File: config.mk
export PLATFORM = sky130hd
export DESIGN_NAME = adc_capture_fifo
export DESIGN_NICKNAME = d
export VERILOG_FILES = /design/src/rtl/adc_cap_pkg.sv /design/src/rtl/adc_capture_fifo_sync_fifo.sv /design/src/rtl/adc_capture_fifo.sv
export SDC_FILE = /design/constraint.sdc
export NUM_CORES = 1
export LEC_CHECK = 0
export BUFFER_PORTS_ARGS = -buffer_cell sky130_fd_sc_hd__clkbuf_2
export CAP_MARGIN = 20
export CORE_MARGIN = 2
export CORE_UTILIZATION = 30
export DETAILED_ROUTE_END_ITERATION = 12
export PLACE_DENSITY = 0.51
export SETUP_SLACK_MARGIN = 0.1
export SLEW_MARGIN = 15
export SYNTH_ARGS = -nofsm -noshare
export SYNTH_HDL_FRONTEND = slang
export SYNTH_SLANG_ARGS = --single-unit
File: constraint.sdc
create_clock -name clk -period 10.33 [get_ports clk]
set_input_delay 3.099 -clock clk [delete_from_list [all_inputs] [get_ports clk]]
set_output_delay 3.099 -clock clk [all_outputs]
set_load 0.05 [all_outputs]
File: src/rtl/adc_cap_pkg.sv
// Shared constants, sample type and window helper for the ADC capture front end.
package adc_cap_pkg;
  localparam int DATA_W_DEF   = 32;
  localparam int DEPTH_DEF    = 16;
  localparam int DECIM_LOG2_W = 4;
  localparam int ACC_W        = DATA_W_DEF + 15;
  localparam int CNT_W        = 15;

  typedef logic [DATA_W_DEF-1:0] adc_sample_t;

  // Terminal count of a window of 2**w cycles.
  function automatic logic [CNT_W-1:0] window_last(input logic [DECIM_LOG2_W-1:0] w);
    logic [31:0] span;
    span = (32'd1 << w) - 32'd1;
    window_last = span[CNT_W-1:0];
  endfunction
endpackage

File: src/rtl/adc_capture_fifo_sync_fifo.sv
// Synchronous FIFO with a registered head output; a push while full is accepted when a pop happens in the same cycle.
module sync_fifo #(
  parameter int DATA_W = 32,
  parameter int DEPTH  = 16
) (
  input  logic                       clk,
  input  logic                       reset,
  input  logic                       push,
  input  logic                       pop,
  input  logic [DATA_W-1:0]          din,
  output logic [DATA_W-1:0]          dout,
  output logic [$clog2(DEPTH):0]     count,
  output logic                       full,
  output logic                       empty
);
  localparam int AW = $clog2(DEPTH);

  logic [DATA_W-1:0] mem [DEPTH];
  logic [AW-1:0]     rd_ptr;
  logic [AW-1:0]     wr_ptr;
  logic [AW-1:0]     rd_next;
  logic              push_ok;
  logic              pop_ok;

  always_comb begin
    full    = (count == (AW+1)'(DEPTH));
    empty   = (count == '0);
    pop_ok  = pop && !empty;
    push_ok = push && (!full || pop_ok);
    rd_next = pop_ok ? rd_ptr + AW'(1) : rd_ptr;
  end

  always_ff @(posedge clk) begin
    if (push_ok) mem[wr_ptr] <= din;
  end

  // Head register looks ahead: a word written this cycle into the next head slot bypasses the array.
  always_ff @(posedge clk) begin
    if (reset) begin
      rd_ptr <= '0;
      wr_ptr <= '0;
      count  <= '0;
      dout   <= '0;
    end else begin
      rd_ptr <= rd_next;
      if (push_ok) wr_ptr <= wr_ptr + AW'(1);
      if (push_ok && !pop_ok)      count <= count + 1'b1;
      else if (pop_ok && !push_ok) count <= count - 1'b1;
      dout <= (push_ok && (wr_ptr == rd_next)) ? din : mem[rd_next];
    end
  end
endmodule

File: src/rtl/adc_capture_fifo.sv
// ADC capture: power-of-two decimation window feeding a valid/ready FIFO with sticky overflow.
// Build option ADC_AVG_EN pushes the window average instead of the last sample.
module adc_capture_fifo
  import adc_cap_pkg::*;
#(
  parameter int DATA_W = DATA_W_DEF,
  parameter int DEPTH  = DEPTH_DEF
) (
  input  logic                     clk,
  input  logic                     reset,
  input  logic                     enable,
  input  logic [DECIM_LOG2_W-1:0]  decim_log2,
  input  logic [DATA_W-1:0]        adc_in,
  output logic                     m_valid,
  input  logic                     m_ready,
  output logic [DATA_W-1:0]        m_data,
  output logic [$clog2(DEPTH):0]   fill_level,
  output logic                     overflow,
  input  logic                     clr_ovf
);
  logic [CNT_W-1:0]        win_cnt_p0;
  logic [DECIM_LOG2_W-1:0] w_lat_p0;
  logic [DECIM_LOG2_W-1:0] w_eff;
  logic                    strobe;
  logic [DATA_W-1:0]       push_data;
  logic                    pop;
  logic                    full;
  logic                    empty;
  logic                    drop;

  // The window length is taken from decim_log2 only on the first cycle of a window.
  always_comb begin
    w_eff  = (win_cnt_p0 == '0) ? decim_log2 : w_lat_p0;
    strobe = enable && (win_cnt_p0 == window_last(w_eff));
  end

  always_ff @(posedge clk) begin
    if (reset || !enable) begin
      win_cnt_p0 <= '0;
      if (reset) w_lat_p0 <= '0;
    end else begin
      if (win_cnt_p0 == '0) w_lat_p0 <= decim_log2;
      win_cnt_p0 <= strobe ? '0 : win_cnt_p0 + 1'b1;
    end
  end

`ifdef ADC_AVG_EN
  localparam int SUM_W = DATA_W + 15;

  logic [SUM_W-1:0] acc_p0;
  logic [SUM_W-1:0] sum;

  function automatic logic [DATA_W-1:0] avg_shift(input logic [SUM_W-1:0] s,
                                                  input logic [DECIM_LOG2_W-1:0] w);
    logic [SUM_W-1:0] q;
    q = s >> w;
    avg_shift = q[DATA_W-1:0];
  endfunction

  always_comb begin
    sum       = acc_p0 + {15'd0, adc_in};
    push_data = avg_shift(sum, w_eff);
  end

  always_ff @(posedge clk) begin
    if (reset || !enable || strobe) acc_p0 <= '0;
    else                            acc_p0 <= sum;
  end
`else
  always_comb push_data = adc_in;
`endif

  always_comb begin
    m_valid = !empty;
    pop     = m_valid && m_ready;
    drop    = strobe && full && !pop;
  end

  sync_fifo #(.DATA_W(DATA_W), .DEPTH(DEPTH)) u_fifo (
    .clk   (clk),
    .reset (reset),
    .push  (strobe),
    .pop   (pop),
    .din   (push_data),
    .dout  (m_data),
    .count (fill_level),
    .full  (full),
    .empty (empty)
  );

  // A drop in the same cycle as clr_ovf keeps the flag set.
  always_ff @(posedge clk) begin
    if (reset)        overflow <= 1'b0;
    else if (drop)    overflow <= 1'b1;
    else if (clr_ovf) overflow <= 1'b0;
  end
endmodule

==> key figures <==
Power and ir drop
  • Clock power share: 0.345
  • Final Power: 0.00685 W
  • Cell-internal power: 0.00470 W
  • Sw Ratio: 0.314
  • Sequential Power Share: 0.390
  • Sw Pwr: 0.00215 W
  • P_leak: 9.89 nW
  • Peak supply drop: 0.124 mV
  • Combinational group share of total power: 0.265
  • Pwr/cell area: 218 nW/µm²

Finish
  • P&R area growth vs syn: 13.8%
  • Layout cells sized above 1: 0.213
  • Design area: 31400 µm²
  • Post-route non-filler standard cell count: 3254
  • Finished Core Util: 0.343
  • NumNets Final: 2075
  • # diodes: 0

Run status
  • Status: finished, final reports clean

Placement
  • Dpl cell area: 29200 µm²
  • RD Place Congestion: 0.819
  • Port Buffers: 79
  • Dpl cells: 3136
  • Hpwl dp: 43100 µm

Worst setup path
  • R2R setup slack: 3100 ps
  • Worst EP required: 10840 ps
  • Cells along the critical path: clkbuf_2 -> nor4_1 -> mux2_2 -> inv_1 -> ha_1 -> nand2b_1 -> a21boi_0 -> o221a_2 -> a221oi_1 -> or3b_1 -> nor4_2 -> and2_1 -> ha_1 -> inv_1 -> ha_1 -> a21o_1 -> a21oi_1 -> xnor2_1 -> or3_1 -> a21oi_1
  • CP max-delay cell: nor4_2
  • Crit path kind: input pin to register
  • Crit-path max FO: 27
  • Critical Path Max Stage Delay: 690 ps
  • Worst reg2reg path depth: 22
  • Start point of the critical path: decim_log2[1]
  • Worst path most repeated cell: ha_1
  • CP Data Arrival Time: 8740 ps
  • Kind of end point of the critical path: register
  • Worst R2R Start: win_cnt_p0[0]
  • RR Endpoint: u_fifo.count[4]
  • Worst Setup Start Kind: input pin

Synthesis
  • Area contributors post-synth: edfxtp_1 56%, mux4_2 13%, dfxtp_1 4.4%
  • #FFs+latches synth: 577
  • Cell taking the most area after synthesis: edfxtp_1
  • Asr flop ratio synth: 0
  • Yosys cell types: 65
  • Syn avg cell area: 13.8 µm²
  • Yosys warns: 0
  • Syn Inst Count: 1993
  • EDFF count, synth: 516
  • Post-synth top area share: 0.562
  • Syn Nets: 2047
  • Primary FF master, synth: edfxtp_1
  • Post-synthesis cell area: 27600 µm²
  • Seq/Total Area, Yosys: 0.606

Global routing
  • Global-route usage over all layers: 0.162
  • Wire length of the first global-routing pass: 116000 µm
  • Vias in the first global route: 18400
  • Initial antenna violation count: 0
  • Gr ovfl total: 0
  • Largest net degree at the start of global routing: 107

CTS
  • Post-cts sizing count: 0
  • Clock net sink count: 577
  • Worst skew pair latency: 600 ps
  • Buffer depth of the longest clock path: 3
  • H-tree level count: 3
  • Clk slew on worst S/H paths: 60 ps
  • Setup Fix Bufs, Post-CTS: 0
  • Total CTS buffers: 67
  • CTS tree: done
  • Hold_buf cts: 0
  • Clock root buffer: clkbuf_16

Drt
  • Drt total wl: 77600 µm
  • Detailed-route wire length per cell: 23.8 µm
  • Average vias per placed instance: 5.48
  • Initial detailed-routing violation count: 1721
  • Initial DRT Pass Iterations: 7
  • Routed Antenna Nets: 0
  • DRC viols: 0
  • Via count: 17800

Min path
  • Hold endpoint: overflow
  • Worst min path class: register to register
  • Hold path cells: 2
  • HP Start: overflow

Timing
  • Final-report max-slew violation count: 0
  • Rel. slew slack: 0.261
  • FMAX: 122 MHz
  • Final Hold Vio Count: 0
  • Setup total negative slack: 0 ps
  • Crit share post-route: 0.797
  • Final min period: 8230 ps
  • Skew final: 24.6 ps
  • # setup viols final: 0
  • RSZ-0062 raised after global routing: no
  • Worst Tran Pin Value: 1100 ps

Floorplanning
  • Die W: 307 µm
  • I/O pin count: 80
  • Row count: 111
  • DIE AREA: 94300 µm²
  • Initial Util: 0.302
  • DIE HEIGHT: 307 µm
  • Core area: 91400 µm²

Run
  • Max_cap viols: 0
[worst max-delay path, delay by kind of cell]
family                     cells  cell delay, ps
AOI/OAI and AO/OA              6            1060
xor gates and xnor gates       1             100
adders and majority gates      3            1150
buffers and inverters          3             350
muxes                          1             280
and+or+nand+nor                6            2690
[worst max path at each step]
stage / to / slack, ps
CTS: u_fifo.count[4] / 2240
detailed placement: u_fifo.count[4] / 1630
finish: u_fifo.count[4] / 2100
floorplan: u_fifo.count[4] / 2760
global placement: u_fifo.count[4] / 1810
global route: u_fifo.count[4] / 1610
[cells by family after synthesis]
family,count (synthesis),synth area share
flops,577,0.606
simple gates,558,0.0944
compound gates,371,0.0861
mux,268,0.171
buf+inv,177,0.0268
xor+xnor,29,0.00921
fa+ha+maj,13,0.00617
[power groups by stage]
stage	sequential (W)	clock (W)	combinational [W]
2_1_floorplan	0.00290	0	0.00114
3_3_place_gp	0.00273	0	0.00182
3_5_place_dp	0.00272	0	0.00183
4_1_cts	0.00267	0.00241	0.00184
5_1_grt	0.00268	0.00250	0.00196
6_report	0.00267	0.00236	0.00181
[per-stage QoR]
stage,setup WS (ps),hold WS [ps]
global placement,1810,464
CTS,2240,471
floorplan,2760,480
global route,1610,505
finish,2100,469
detailed placement,1630,462
[registers in the layout, summed over array words and instances (netlist names)]
signal,count
u_fifo.rd_ptr,4
win_cnt_p0,15
w_lat_p0,4
u_fifo.wr_ptr,4
u_fifo.mem,512
u_fifo.dout,32
u_fifo.count,5
overflow,1
[per-layer routing]
metal	part of all wire	vias to the layer above	global-route usage
met5	0	-	0
met4	0.018	0	0.0399
met3	0.058	106	0.0253
met2	0.49	637	0.270
met1	0.44	9197	0.222
li1	-	7903	-
[cell usage after synthesis, drive strengths merged (33+ instances only)]
| cell | n |
|---|---|
| a21o | 38 |
| or4 | 33 |
| a31oi | 38 |
| dfxtp | 61 |
| nor2 | 49 |
| edfxtp | 516 |
| clkbuf | 103 |
| mux4 | 159 |
| o22ai | 36 |
| o21ai | 43 |
| mux2i | 75 |
| nand2 | 318 |
| a211oi | 33 |
| mux2 | 34 |
| a21oi | 120 |
| nand3 | 77 |
| buf | 51 |
[cells in the final DEF, fill, tap and decap left out, types with 4 or more instances in the layout]
cell type	Yosys	layout
and3_2	0	16
o22ai_1	36	36
nor4_1	5	4
or2_2	4	4
o21ai_0	43	43
buf_12	0	4
and4_1	4	4
nor2b_1	7	7
edfxtp_1	516	516
or4_1	32	32
and2_1	4	4
xor2_1	9	8
a31oi_1	38	38
mux4_2	159	159
nor3_1	12	11
clkinv_2	0	10
mux2i_1	75	75
clkbuf_16	0	69
a21oi_1	119	119
nor2_1	49	48
mux2_2	34	34
xnor2_1	20	18
inv_1	22	21
nand2_1	318	316
nand4_1	5	5
o2111ai_1	32	32
bufinv_16	0	7
clkinv_1	0	5
dfxtp_1	61	59
a21o_1	38	38
a211oi_1	33	33
ha_1	12	11
nor4_2	3	4
nand3_1	77	77
clkbuf_1	103	21
buf_4	1	29
and3_1	23	7
clkbuf_2	0	79
[area by class of cell]
cell class,count,area (µm²)
multi-input combinational,1239,10200
timing repair buffer,113,721
inverter,23,88.8
sequential,577,16700
clock buffer,93,1850
fill,8750,60000
tap,1186,1480
clock inverter,23,295
(Power assumes the default switching activity.)
